==> config.mk <==
export PLATFORM = sky130hd
export DESIGN_NAME = seg_scan_driver_flat
export DESIGN_NICKNAME = d
export VERILOG_FILES = /design/src/rtl/seg_scan_if.sv /design/src/rtl/seg_scan_driver.sv /design/src/flat_wrapper.sv
export SDC_FILE = /design/constraint.sdc
export NUM_CORES = 1
export LEC_CHECK = 0
export CAP_MARGIN = 20
export CORE_AREA = 4 4 102 104
export DETAILED_ROUTE_END_ITERATION = 16
export DIE_AREA = 0 0 106 108
export PLACE_DENSITY = 0.56
export RECOVER_POWER = 25
export SKIP_LAST_GASP = 1
export SYNTH_ARGS = -nofsm -noshare
export SYNTH_HDL_FRONTEND = slang
export SYNTH_SLANG_ARGS = --single-unit
==> constraint.sdc <==
create_clock -name i_clk -period 4.14 [get_ports i_clk]
set_input_delay 0.414 -clock i_clk [delete_from_list [all_inputs] [get_ports i_clk]]
set_output_delay 0.414 -clock i_clk [all_outputs]
set_load 0.03 [all_outputs]
==> src/rtl/seg_scan_if.sv <==
// seg_scan_if: load/data inputs and display pin outputs of the 7-segment scan driver
interface seg_scan_if #(parameter int NUM_DIGITS = 4);
  logic                    load;
  logic [4*NUM_DIGITS-1:0] digits;
  logic [NUM_DIGITS-1:0]   dp_in;
  logic [NUM_DIGITS-1:0]   blank;
  logic [6:0]              seg_n;
  logic                    dp_n;
  logic [NUM_DIGITS-1:0]   an_n;
  logic                    frame_done;
  modport master (output load, digits, dp_in, blank, input seg_n, dp_n, an_n, frame_done);
  modport slave  (input load, digits, dp_in, blank, output seg_n, dp_n, an_n, frame_done);
endinterface

==> src/rtl/seg_scan_driver.sv <==
// seg_scan_driver: time-multiplexed common-anode 7-segment driver, frame-synchronous double buffering
module seg_scan_driver #(
  parameter int NUM_DIGITS = 4,
  parameter int DIV        = 50000,
  parameter int DEAD       = 2,
  parameter bit HEX_EN     = 1'b1
) (
  input logic       i_clk,
  input logic       i_rst_n,
  seg_scan_if.slave io_disp
);
  localparam int CW = $clog2(DIV);
  localparam int IW = NUM_DIGITS > 1 ? $clog2(NUM_DIGITS) : 1;
  localparam logic [6:0] SEG [16] = '{
    7'b0000001, 7'b1001111, 7'b0010010, 7'b0000110, 7'b1001100, 7'b0100100, 7'b0100000, 7'b0001111,
    7'b0000000, 7'b0000100, 7'b0001000, 7'b1100000, 7'b0110001, 7'b1000010, 7'b0110000, 7'b0111000};
  logic [CW-1:0]           r_cnt;
  logic [IW-1:0]           r_idx;
  logic [4*NUM_DIGITS-1:0] r_stg_dig, r_act_dig;
  logic [NUM_DIGITS-1:0]   r_stg_dp, r_stg_bl, r_act_dp, r_act_bl;
  logic                    r_pend, r_live;
  logic [6:0]              r_seg_n;
  logic                    r_dp_n, r_fd;
  logic [NUM_DIGITS-1:0]   r_an_n;
  logic                    w_slot_wrap, w_frame_wrap, w_commit, w_live_nx;
  logic [CW-1:0]           w_cnt_nx;
  logic [IW-1:0]           w_idx_nx;
  logic [4*NUM_DIGITS-1:0] w_act_dig_nx;
  logic [NUM_DIGITS-1:0]   w_act_dp_nx, w_act_bl_nx, w_an_n;
  logic [3:0]              w_code;
  logic                    w_dp, w_bl;
  logic [6:0]              w_seg_n;
  assign w_slot_wrap  = r_cnt == CW'(DIV - 1);
  assign w_frame_wrap = w_slot_wrap && r_idx == IW'(NUM_DIGITS - 1);
  assign w_cnt_nx     = w_slot_wrap ? '0 : r_cnt + CW'(1);
  assign w_idx_nx     = w_frame_wrap ? '0 : w_slot_wrap ? r_idx + IW'(1) : r_idx;
  // a load coinciding with the wrap bypasses staging so it is shown one cycle later
  assign w_commit     = w_frame_wrap && (io_disp.load || r_pend);
  assign w_act_dig_nx = !w_commit ? r_act_dig : io_disp.load ? io_disp.digits : r_stg_dig;
  assign w_act_dp_nx  = !w_commit ? r_act_dp  : io_disp.load ? io_disp.dp_in  : r_stg_dp;
  assign w_act_bl_nx  = !w_commit ? r_act_bl  : io_disp.load ? io_disp.blank  : r_stg_bl;
  assign w_live_nx    = r_live || w_commit;
  always_comb begin
    w_code = '0;
    w_dp   = 1'b0;
    w_bl   = 1'b1;
    for (int i = 0; i < NUM_DIGITS; i++)
      if (w_idx_nx == IW'(i)) begin
        w_code = w_act_dig_nx[4*i +: 4];
        w_dp   = w_act_dp_nx[i];
        w_bl   = w_act_bl_nx[i];
      end
  end
  assign w_seg_n = (w_bl || (w_code > 4'd9 && !HEX_EN)) ? 7'h7F : SEG[w_code];
  // anodes stay dark until the first commit, and during the dead band of every slot
  assign w_an_n  = (!w_live_nx || int'(w_cnt_nx) < DEAD) ? '1 : ~(NUM_DIGITS'(1) << w_idx_nx);
  always_ff @(posedge i_clk or negedge i_rst_n)
    if (!i_rst_n) begin
      r_cnt     <= '0;
      r_idx     <= '0;
      r_pend    <= 1'b0;
      r_live    <= 1'b0;
      r_stg_dig <= '0;
      r_stg_dp  <= '0;
      r_stg_bl  <= '1;
      r_act_dig <= '0;
      r_act_dp  <= '0;
      r_act_bl  <= '1;
      r_seg_n   <= 7'h7F;
      r_dp_n    <= 1'b1;
      r_an_n    <= '1;
      r_fd      <= 1'b0;
    end else begin
      r_cnt     <= w_cnt_nx;
      r_idx     <= w_idx_nx;
      r_pend    <= w_frame_wrap ? 1'b0 : (r_pend || io_disp.load);
      r_live    <= w_live_nx;
      r_act_dig <= w_act_dig_nx;
      r_act_dp  <= w_act_dp_nx;
      r_act_bl  <= w_act_bl_nx;
      if (io_disp.load) begin
        r_stg_dig <= io_disp.digits;
        r_stg_dp  <= io_disp.dp_in;
        r_stg_bl  <= io_disp.blank;
      end
      r_seg_n   <= w_seg_n;
      r_dp_n    <= w_bl || !w_dp;
      r_an_n    <= w_an_n;
      r_fd      <= w_frame_wrap;
    end
  assign io_disp.seg_n      = r_seg_n;
  assign io_disp.dp_n       = r_dp_n;
  assign io_disp.an_n       = r_an_n;
  assign io_disp.frame_done = r_fd;
endmodule

==> src/flat_wrapper.sv <==
// flat-port wrapper written by rule: the top's interface ports become plain ports
module seg_scan_driver_flat 
#(
  parameter int NUM_DIGITS = 4,
  parameter int DIV        = 50000,
  parameter int DEAD       = 2,
  parameter bit HEX_EN     = 1'b1
)
  (i_clk, i_rst_n, io_disp_load, io_disp_digits, io_disp_dp_in, io_disp_blank, io_disp_seg_n, io_disp_dp_n, io_disp_an_n, io_disp_frame_done);
  seg_scan_if #(.NUM_DIGITS(NUM_DIGITS)) io_disp_i ();
  input logic i_clk;
  input logic i_rst_n;
  input wire logic [$bits(io_disp_i.load)-1:0] io_disp_load;
  input wire logic [$bits(io_disp_i.digits)-1:0] io_disp_digits;
  input wire logic [$bits(io_disp_i.dp_in)-1:0] io_disp_dp_in;
  input wire logic [$bits(io_disp_i.blank)-1:0] io_disp_blank;
  output wire logic [$bits(io_disp_i.seg_n)-1:0] io_disp_seg_n;
  output wire logic [$bits(io_disp_i.dp_n)-1:0] io_disp_dp_n;
  output wire logic [$bits(io_disp_i.an_n)-1:0] io_disp_an_n;
  output wire logic [$bits(io_disp_i.frame_done)-1:0] io_disp_frame_done;
  assign io_disp_i.load = io_disp_load;
  assign io_disp_i.digits = io_disp_digits;
  assign io_disp_i.dp_in = io_disp_dp_in;
  assign io_disp_i.blank = io_disp_blank;
  assign io_disp_seg_n = io_disp_i.seg_n;
  assign io_disp_dp_n = io_disp_i.dp_n;
  assign io_disp_an_n = io_disp_i.an_n;
  assign io_disp_frame_done = io_disp_i.frame_done;
  seg_scan_driver #(.NUM_DIGITS(NUM_DIGITS), .DIV(DIV), .DEAD(DEAD), .HEX_EN(HEX_EN)) u_core (.i_clk(i_clk), .i_rst_n(i_rst_n), .io_disp(io_disp_i));
endmodule
; Word-level counts from Yosys, hierarchy flattened
; Memories as Yosys holds them, arrays and structs flattened.
; Index checks and enable logic that the tools add are counted.
; Widths: inputs -> output; s select.
[totals]
regBits = 81
romBits = 112
inputBits = 27
output_inout_bits = 13
elab_cells = 62
memories = 1
[classes]
addsub = 2
n_lt_le_gt_ge = 2
n_eq_ne = 5
n_shift = 1
mux = 26
n_bitwise = 2
n_reduce_logical = 9
[memory_table]
columns = memory, depth, width, read_ports, rd_clocked_by_memory_dff, wr, line
row1 = (name not given), 16, 7, 1, 0, 0, seg_scan_driver.sv:54  ; assign w_seg_n = (w_bl || (w_code > 4'd9 && !HEX_EN)) ? 7'h7F : SEG[w_code];
[op_table]
columns = operator, count
row1 = $mux 16, 3
row2 = $mux 4, 9
row3 = $mux 7, 3
row4 = $add 16x1->16 const B, 1
row5 = $eq 16x16->1 const B, 1
row6 = $lt 16x2->1 const B, 1
row7 = $mux 1, 9
row8 = $eq 2x2->1 const B, 3
row9 = $ge 5x5->1 const B, 1
row10 = $not 4->5, 1
row11 = $logic_or 1x1->1, 4
row12 = $mux 2, 2
row13 = $not 4->4, 1
row14 = $shl 1x2->4 const A, 1
row15 = $add 2x1->2 const B, 1
row16 = $eq 2x1->1 const B, 1
row17 = $logic_and 1x1->1, 2
row18 = $logic_not 1->1, 2
row19 = $logic_not 2->1, 1

; Logic depth before layout (Yosys ltp)
[depth]
word_depth = 13
ltp_mapped = 14
depth_no_buf = 13

; Worst setup path after synthesis
; Ideal clock, no wire load.
[synth_timing]
path_kind = register -> register
startpoint = reg u_core.r_cnt[11]
endpoint = reg u_core.r_seg_n[3], in the netlist u_core.io_disp.seg_n[3]
setup_ps = 77
t_arrival_ps = 3046
slack_ps = 1017
path_stages_with_launch = 14
path_cell_list = dfrtp_1 -> or3_4 -> nor4_4 -> and2_2 -> buf_4 -> mux2_1 -> mux2i_1 -> mux2i_1 -> inv_1 -> ha_1 -> inv_1 -> mux2i_1 -> and3_1 -> a31oi_1
[synth_via]
elab_chain_cells = 13
[synth_lines]
columns = item, line
row1 = start: declaration, seg_scan_driver.sv:17  ; logic [CW-1:0] r_cnt;
row2 = start signal: assignment, seg_scan_driver.sv:74  ; r_cnt <= w_cnt_nx;
row3 = $eq 16x16->1, seg_scan_driver.sv:33  ; assign w_slot_wrap = r_cnt == CW'(DIV - 1);
row4 = $logic_and 1x1->1, seg_scan_driver.sv:34  ; assign w_frame_wrap = w_slot_wrap && r_idx == IW'(NUM_DIGITS - 1);
row5 = $logic_and 1x1->1, seg_scan_driver.sv:38  ; assign w_commit = w_frame_wrap && (io_disp.load || r_pend);
row6 = $mux 16, seg_scan_driver.sv:39  ; assign w_act_dig_nx = !w_commit ? r_act_dig : io_disp.load ? io_disp.digits : r_stg_dig;
row7 = via u_core.w_act_dig_nx[1], seg_scan_driver.sv:28  ; logic [4*NUM_DIGITS-1:0] w_act_dig_nx;
row8 = $mux 4 (4 in series), seg_scan_driver.sv:48  ; if (w_idx_nx == IW'(i)) begin
row9 = $not 4->5 (not written as such), seg_scan_driver.sv:54
row10 = $mem_v2 16x7, n/a
row11 = $mux 7 (not written as such) (2 in series), seg_scan_driver.sv:54
row12 = $mux 7, seg_scan_driver.sv:54
row13 = via u_core.w_seg_n[3], seg_scan_driver.sv:32  ; logic [6:0] w_seg_n;
row14 = end signal: assignment, seg_scan_driver.sv:86  ; r_seg_n <= w_seg_n;
row15 = end: declaration, seg_scan_driver.sv:22  ; logic [6:0] r_seg_n;
; The timed path passes the listed nets, and every way through them passes these cells. The select of a mux whose other input is x is not followed.

; Final worst setup path
[layout_timing]
startpoint = reg u_core.r_cnt[11]
endpoint = reg u_core.r_seg_n[4], in the netlist u_core.io_disp.seg_n[4]
[layout_via]
elab_chain_cells = 13
[layout_lines]
columns = item, line
row1 = $eq 16x16->1 (*), seg_scan_driver.sv:33
row2 = $mux 2 / $logic_and 1x1->1 (equally long branches), "seg_scan_driver.sv:36, seg_scan_driver.sv:34"
row3 = $mux 2 / $logic_and 1x1->1 (equally long branches), "seg_scan_driver.sv:36, seg_scan_driver.sv:38"
row4 = $logic_not 2->1 / $mux 16 (equally long branches), "seg_scan_driver.sv:48, seg_scan_driver.sv:39"
row5 = $mux 4 (4 in series), seg_scan_driver.sv:48
row6 = $not 4->5 (not written as such), seg_scan_driver.sv:54
row7 = $mem_v2 16x7, n/a
row8 = $mux 7 (not written as such) (2 in series), seg_scan_driver.sv:54
row9 = $mux 7 (*), seg_scan_driver.sv:54
row10 = via u_core.w_seg_n[4], seg_scan_driver.sv:32
; Mark *: on every way through the listed nets, which the timed path passes. The rest lies on a longest branch. The select of a mux whose other input is x is not followed.

==> results by group <==
Status
  • Status: finished with violations
  • Failing checks: max-capacitance violations, max-slew violations

Detailed routing
  • Avg Vias per Cell: 4.94
  • M1 WL: 3590 um
  • DRT iter0 DRCs: 93
  • Routed Antenna Nets: 0
  • DR DRC count: 0
  • Met3 routed WL: 280 um
  • Met2 WL: 3290 um
  • DR vias: 2,404
  • Final wirelength: 7290 um
  • Uppermost layer routed: met4
  • Wire per inst: 15.0 um
  • First drt pass iteration count: 4

Clock network
  • CTS tree: built
  • Deepest clock path buffer count: 2
  • CTS HTree Levels: 3
  • Root buffer cell: clkbuf_8
  • Clk Latency, worst-skew pair: 350 ps
  • Clock sinks: 81
  • Clock transition at the registers of the reported paths: 80 ps
  • Setup Buffers After CTS: 0
  • Num CTS Buffers: 9

Floorplanning
  • Die area: 11,400 um2
  • Row Count: 36
  • Die X-Extent: 106 um
  • Io pins: 40
  • Starting Density: 0.391
  • CORE AREA: 9550 um2
  • Die H: 108 um

Logic synthesis
  • Register area share after synthesis: 0.549
  • Avg Inst Size Synth: 12.4 um2
  • #FFs+latches synth: 81
  • Post-synth top area cell: dfrtp_1
  • Main synth FF type: dfrtp_1
  • Post-synth EDFFs: 0
  • Async SR Flop Fraction: 1.00
  • Post-Synthesis Cells: 301
  • Netlist cell types: 48
  • Count leader, synth: dfrtp_1
  • Top-area cell type share of the netlist area: 0.409
  • Synth Net Count: 336
  • Synth area leaders: dfrtp_1 41%, dfstp_2 14%, mux2_2 11%
  • Ys Warns: 0
  • Synth Cell Area: 3740 um2
  • Top cells by count, synth: 61 x dfrtp_1, 37 x mux2_2, 20 x dfstp_2

Layout
  • Finished Layout Cells: 487
  • # diodes: 0
  • Final Cell Area: 4510 um2
  • Fraction of layout cells with a size suffix above 1: 0.266
  • Area growth syn-to-layout: 20.6%
  • # nets final: 384
  • Filler cells: 913
  • Multi-input logic area: 1560 um2
  • Reg area: 2050 um2

Power
  • Combinational power share: 0.054
  • Flop pwr share: 0.543
  • Internal power: 1.19 mW
  • Power density over cell area: 336 nW/um2
  • Sw Ratio: 0.216
  • IR drop worst, VDD: 0.000132 V
  • Clock share of power: 0.403
  • Psw: 0.327 mW
  • Lkg Pwr: 1.99 nW

Timing
  • Worst rel slew slack: -0.0622
  • Fmax: 283 MHz
  • Final Hold Fails: 0
  • Endpoints failing setup: 0
  • Setup TNS: 0 ps
  • Worst Tran Pin Value: 1590 ps
  • Final Skew: 12.5 ps
  • Minimum clock period: 3530 ps
  • Max-slew violations: 67
  • Unrepaired setup endpoints after global routing: false
  • Part of the cycle the worst path needs: 0.852

Worst setup path
  • Arrival time worst endpoint: 3780 ps
  • CP Max Fanout: 11
  • Critical Path RT: 4390 ps
  • CP startpoint kind: register
  • Setup CP Type: reg2reg
  • Worst setup EP type: register

Placed design
  • DP Cell Count: 469
  • I/O Buffers: 39
  • Gpl congestion: 0.762
  • HPWL after DPL: 5040 um
  • Post-DP Area: 4280 um2

Hold path
  • Hold crit path type: reg2reg

Flow run
  • Max Cap Viol: 1

GRT
  • Initial antenna violation count: 0
  • Largest net degree at the start of global routing: 82
  • Global-route wire length before repair: 12,100 um
  • GR Util All Layers: 0.135
  • Vias in the first global route: 2,435
  • Total grt overflow: 0
## per-stage QoR
step / util / power, mW / hold WS [ps] / worst slack [ps]
CTS: 0.471 / 1.54 / 262 / 594
detailed placement: 0.448 / 0.923 / 442 / 615
finish: 0.472 / 1.51 / 457 / 611
global route: 0.472 / 1.59 / 490 / 315
floorplan: - / 0.871 / 118 / 1020
global placement: 0.448 / 0.921 / 442 / 628
## final timing paths
kind                            slack [ps]                 endpoint  cells after the start        startpoint
worst min register to register         460            u_core.r_live                      1     u_core.r_live
worst max register to register         610  u_core.io_disp.seg_n[4]                     10  u_core.r_cnt[11]
max in group asynchronous             1430      u_core.r_act_dig[5]                      3           i_rst_n
worst min-delay path                   460            u_core.r_live                      1     u_core.r_live
worst max-delay path                   610  u_core.io_disp.seg_n[4]                     10  u_core.r_cnt[11]
min in group asynchronous              660          u_core.r_cnt[3]                      2           i_rst_n
## per-layer routing
| layer | global-route usage | up-vias |
|---|---|---|
| met5 | 0 | - |
| li1 | - | 1172 |
| met2 | 0.205 | 40 |
| met4 | 0.0583 | 0 |
| met1 | 0.188 | 1182 |
| met3 | 0.0263 | 10 |
## cell usage in the layout, fill, tap and decap left out, types with 3 or more instances in the layout
| cell | synthesis | routed |
|---|---|---|
| dfrtp_1 | 61 | 61 |
| xnor2_1 | 4 | 4 |
| a31oi_1 | 3 | 3 |
| nor3_1 | 4 | 4 |
| a2111oi_0 | 3 | 3 |
| mux2_2 | 37 | 37 |
| nand2_1 | 14 | 14 |
| mux2_1 | 3 | 3 |
| nand3_1 | 10 | 10 |
| or2_2 | 3 | 3 |
| dfstp_2 | 20 | 20 |
| mux2i_1 | 18 | 18 |
| o21ai_0 | 6 | 6 |
| nor2_1 | 14 | 14 |
| and3_1 | 4 | 4 |
| a211oi_1 | 4 | 4 |
| ha_1 | 8 | 8 |
| nand4b_1 | 4 | 4 |
| xor2_1 | 7 | 7 |
| o221ai_1 | 5 | 5 |
| clkdlybuf4s50_1 | 0 | 38 |
| clkbuf_8 | 0 | 12 |
| a21oi_1 | 16 | 16 |
| buf_4 | 3 | 7 |
| inv_1 | 14 | 14 |
| nor2b_1 | 4 | 4 |
## power by group through the flow
| stage | clock [mW] | combinational, mW | sequential (mW) |
|---|---|---|---|
| global placement | 0 | 0.0846 | 0.837 |
| CTS | 0.631 | 0.0853 | 0.823 |
| detailed placement | 0 | 0.0853 | 0.838 |
| global route | 0.668 | 0.0924 | 0.825 |
| floorplan | 0 | 0.0348 | 0.836 |
| finish | 0.610 | 0.0822 | 0.822 |
## critical path, cell delays in order (launching register included)
cell and delay (ps):
dfrtp_1 460, or3_4 450, nor4_4 340, buf_4 240, mux2i_1 230, inv_1 220, a2111oi_0 500, nor4_2 130
buf_4 210, or3_1 390, o221ai_1 240
## registers in the layout, indices dropped and copies added, names as in the netlist
| register | flops |
|---|---|
| u_core.io_disp.dp_n | 1 |
| u_core.r_act_bl | 4 |
| u_core.io_disp.an_n | 4 |
| u_core.r_stg_bl | 4 |
| u_core.r_stg_dp | 4 |
| u_core.r_stg_dig | 16 |
| u_core.r_act_dp | 4 |
| u_core.io_disp.seg_n | 7 |
| u_core.r_idx | 2 |
| u_core.r_cnt | 16 |
| u_core.r_pend | 1 |
| u_core.io_disp.frame_done | 1 |
| u_core.r_act_dig | 16 |
| u_core.r_live | 1 |
## cell type report
cell class / instances / area share
clock buffer: 12 / 0.0367
clock inverter: 4 / 0.0111
inverter: 15 / 0.0128
multi-input combinational: 194 / 0.347
sequential: 81 / 0.455
tap: 133 / 0.0369
timing repair buffer: 48 / 0.100
## logic make-up after synthesis
logic type                 after synthesis  synth area share
buffers and inverters                   26            0.0325
AOI/OAI and AO/OA                       44            0.0794
adders and majority gates                8            0.0268
DFF                                     81             0.549
and+or+nand+nor                         71             0.110
muxes                                   60             0.176
xor gates and xnor gates                11            0.0258
## what timing repair did
item,4_1_cts,5_1_grt
gates resized for setup,0,0
endpoints found under the hold margin,0,11
hold buffers,0,1
No activity file was read; power rests on OpenSTA's default activity.
==> patch: new RTL, same settings <==
`HEX_EN` is set to 1'b1 in 2 places; all go to 1'b0.
--- a/src/rtl/seg_scan_driver.sv
+++ b/src/rtl/seg_scan_driver.sv
@@ -3,7 +3,7 @@
   parameter int NUM_DIGITS = 4,
   parameter int DIV        = 50000,
   parameter int DEAD       = 2,
-  parameter bit HEX_EN     = 1'b1
+  parameter bit HEX_EN     = 1'b0
 ) (
   input logic       i_clk,
   input logic       i_rst_n,
--- a/src/flat_wrapper.sv
+++ b/src/flat_wrapper.sv
@@ -4,7 +4,7 @@
   parameter int NUM_DIGITS = 4,
   parameter int DIV        = 50000,
   parameter int DEAD       = 2,
-  parameter bit HEX_EN     = 1'b1
+  parameter bit HEX_EN     = 1'b0
 )
   (i_clk, i_rst_n, io_disp_load, io_disp_digits, io_disp_dp_in, io_disp_blank, io_disp_seg_n, io_disp_dp_n, io_disp_an_n, io_disp_frame_done);
   seg_scan_if #(.NUM_DIGITS(NUM_DIGITS)) io_disp_i ();
Check against the original RTL: no difference found for any inputs over 10 cycles, from zero or initial values and one cycle with i_rst_n low; that may be too few to reach the edited logic, so the function may still have changed.
==> patch against the unedited design <==
  * The run still ends with max-capacitance violations, max-slew violations left
  * Critical path depth is 1 higher
  * Area after synthesis rose by 1.6%
  * Synthesized cell count rose by 5.6%
  * Routed wire length up 9.1%
  * Die area unchanged
  * First-iteration DRC count increased by 8.6%
  * Clock power increased by 4.1%
  * Worst hold slack gained 0.0037 ns
  * Design area is 2.2% higher
  * Total power increased by 1.5%
  * Sequential cell count did not move
  * Fmax shrank 10%
  * Worst setup slack lost 0.40 ns
  * Critical endpoint is now u_core.io_disp.seg_n[6]
==> patch: results (changes against the unedited design) <==
| Metric | Value |
|---|---|
| Status | finished, violations left |
| Failing checks | max-capacitance violations, max-slew violations |
| Post-synth top cells | dfrtp_1 (61), mux2_2 (39), nand2_1 (27) |
| Total GRT Usage | 0.1520 (+0.01727) |
| Htree depth | 3 (unchanged) |
| Crit-path slowest cell | or4b_4 |
| Largest delay share family, worst path | simple AND/OR/NAND/NOR gates |
| RePlAce Congestion | 0.8345 (+9.5%) |
| Vias per inst | 5.065 (+2.6%) |
| Final HPWL DP | 5.643 mm (+12%) |
| TNS Setup | 0 ns (unchanged) |
| Yosys warning total | 0 (unchanged) |
| R2r setup slk | 0.21 ns (-0.40 ns) |
| Most used DFF post-synth | dfrtp_1 |
| Distinct cells, synth | 63 (+31%) |
| Peak supply drop | 0.0001859 V (+41%) |
| IO buf count | 39 (unchanged) |
| Clock transition at path regs | 0.08 ns (about the same) |
| Top Registers | u_core.r_act_dig x16, u_core.r_cnt x16, u_core.r_stg_dig x16 |
| Async set or reset register ratio after synthesis | 1.000 (unchanged) |
| Register area share after synthesis | 0.5405 (-0.008689) |
| Worst flop-to-flop path endpoint | u_core.io_disp.seg_n[6] |
| Detailed Routing Iterations Pass 1 | 4 (unchanged) |
| # fillers | 887 (-2.8%) |
| Mapped Nets | 353 (+5.1%) |
| WL per Instance | 15.71 um (+5.0%) |
| Hold Path Stages | 1 (unchanged) |
| Worst r2r path cells | 11 (+1) |
| Total of max-cap violations | 2 (+1) |
| Setup crit end kind | register |
| Largest net degree at the start of global routing | 82 (unchanged) |
| Leakage power | 2.043 nW (+2.6%) |
| Tmin final | 3.933 ns (+0.4045 ns) |
| Top post-synthesis cells by area | dfrtp_1 (40%), dfstp_2 (14%), mux2_2 (12%) |
| Startpoint Class | register |
| Via count of the first global-routing pass | 2631 (+8.0%) |
| CTS Buf Count | 9 (unchanged) |
| CP arrival | 4.20 ns (+0.42 ns) |
| Nets | 403 (+4.9%) |
| Cell chosen for the clock root | clkbuf_8 |
| Least-Margin Pin Slew | 1.925 ns (+0.3318 ns) |
| RR Startpoint | u_core.r_cnt[7] |
| DP Area | 4368 um2 (+2.1%) |
| Count leader, synth | dfrtp_1 |
| Skew-Pair Late Insertion Delay | 0.35 ns (about the same) |
| Max Slew Vio Count | 84 (+25%) |
| Worst Skew | 0.009526 ns (-0.002982 ns) |
| Critical Path Max Stage Delay | 0.60 ns (+0.10 ns) |
| Share of layout cells above drive strength 1 | 0.2627 (-0.002802) |
| 1st-iter DRT viols | 101 (+8.6%) |
| Antenna diode count | 0 (unchanged) |
| Initial antenna violation count | 0 (unchanged) |
| Clock Path Buffers | 2 (unchanged) |
| Post-place setup slack | 0.2048 ns (-0.4106 ns) |
| First-pass GRT wire length | 13.54 mm (+12%) |
| Crit-path max FO | 8 (-3) |
patch: changes by cell type after synthesis, sizes merged, moves of 4 or more:
cell | unedited run | this run
a21oi | 16 | 6
buf | 9 | 4
mux2i | 20 | 9
nand2 | 14 | 27
nand2b | 0 | 5
nor2 | 14 | 23
nor2b | 4 | 0
o21a | 0 | 4
o221ai | 5 | 0
or4b | 0 | 4
patch: layout make-up:
| class | instances | area [um2] | share of cell area |
|---|---|---|---|
| Sequential cell | 81 | 2052 | 0.4457 |
| Multi-Input combinational cell | 216 | 1664 | 0.3614 |
| Timing Repair Buffer | 48 | 456.7 | 0.09918 |
| Tap cell | 133 | 166.4 | 0.03614 |
| Clock buffer | 10 | 127.6 | 0.02772 |
| Clock inverter | 6 | 92.59 | 0.02011 |
| Inverter | 12 | 45.04 | 0.009783 |
patch: worst min path at each step:
stage	startpoint	slack, ns	end
global route	u_core.r_live	0.49	u_core.r_live
floorplan	i_rst_n	0.12	u_core.io_disp.frame_done
detailed placement	u_core.r_live	0.45	u_core.r_live
global placement	u_core.r_live	0.44	u_core.r_live
CTS	i_rst_n	0.26	u_core.r_act_dp[2]
finish	u_core.r_cnt[0]	0.46	u_core.r_cnt[0]
patch: per-stage QoR:
stage                 util  hold slack (ns)  cells
floorplan                -           0.1184    318
global placement    0.4574           0.4375    489
detailed placement  0.4574           0.4470    489
CTS                 0.4805           0.2605    505
global route        0.4822           0.4874    506
finish              0.4822           0.4604    506
patch: kinds of logic after synthesis:
| group | synth area share |
|---|---|
| simple gates | 0.1457 |
| mux | 0.1434 |
| flops | 0.5405 |
| compound gates | 0.09097 |
| buf+inv | 0.02307 |
| fa+ha+maj | 0.02637 |
| xor+xnor | 0.02999 |
patch: report_power, final:
part	internal [mW]	switching (mW)	total (mW)
logic	0.0430	0.0373	0.0803
clock network	0.343	0.292	0.635
registers	0.817	0.00484	0.822
total	1.20	0.334	1.54
patch: repair_timing:
item | CTS | global route
setup endpoints to repair | 0 | 1
buffers inserted | 0 | 0
resized for setup | 0 | 1
endpoints found under the hold margin | 0 | 0
hold buffers | 0 | 0
patch: metal layers:
layer | up-vias | share of wire | GRT usage
li1 | 1241 | - | -
met1 | 1265 | 0.47 | 0.2017
met2 | 50 | 0.47 | 0.2413
met3 | 7 | 0.047 | 0.04597
met4 | 0 | 0.012 | 0.04625
met5 | - | 0 | 0
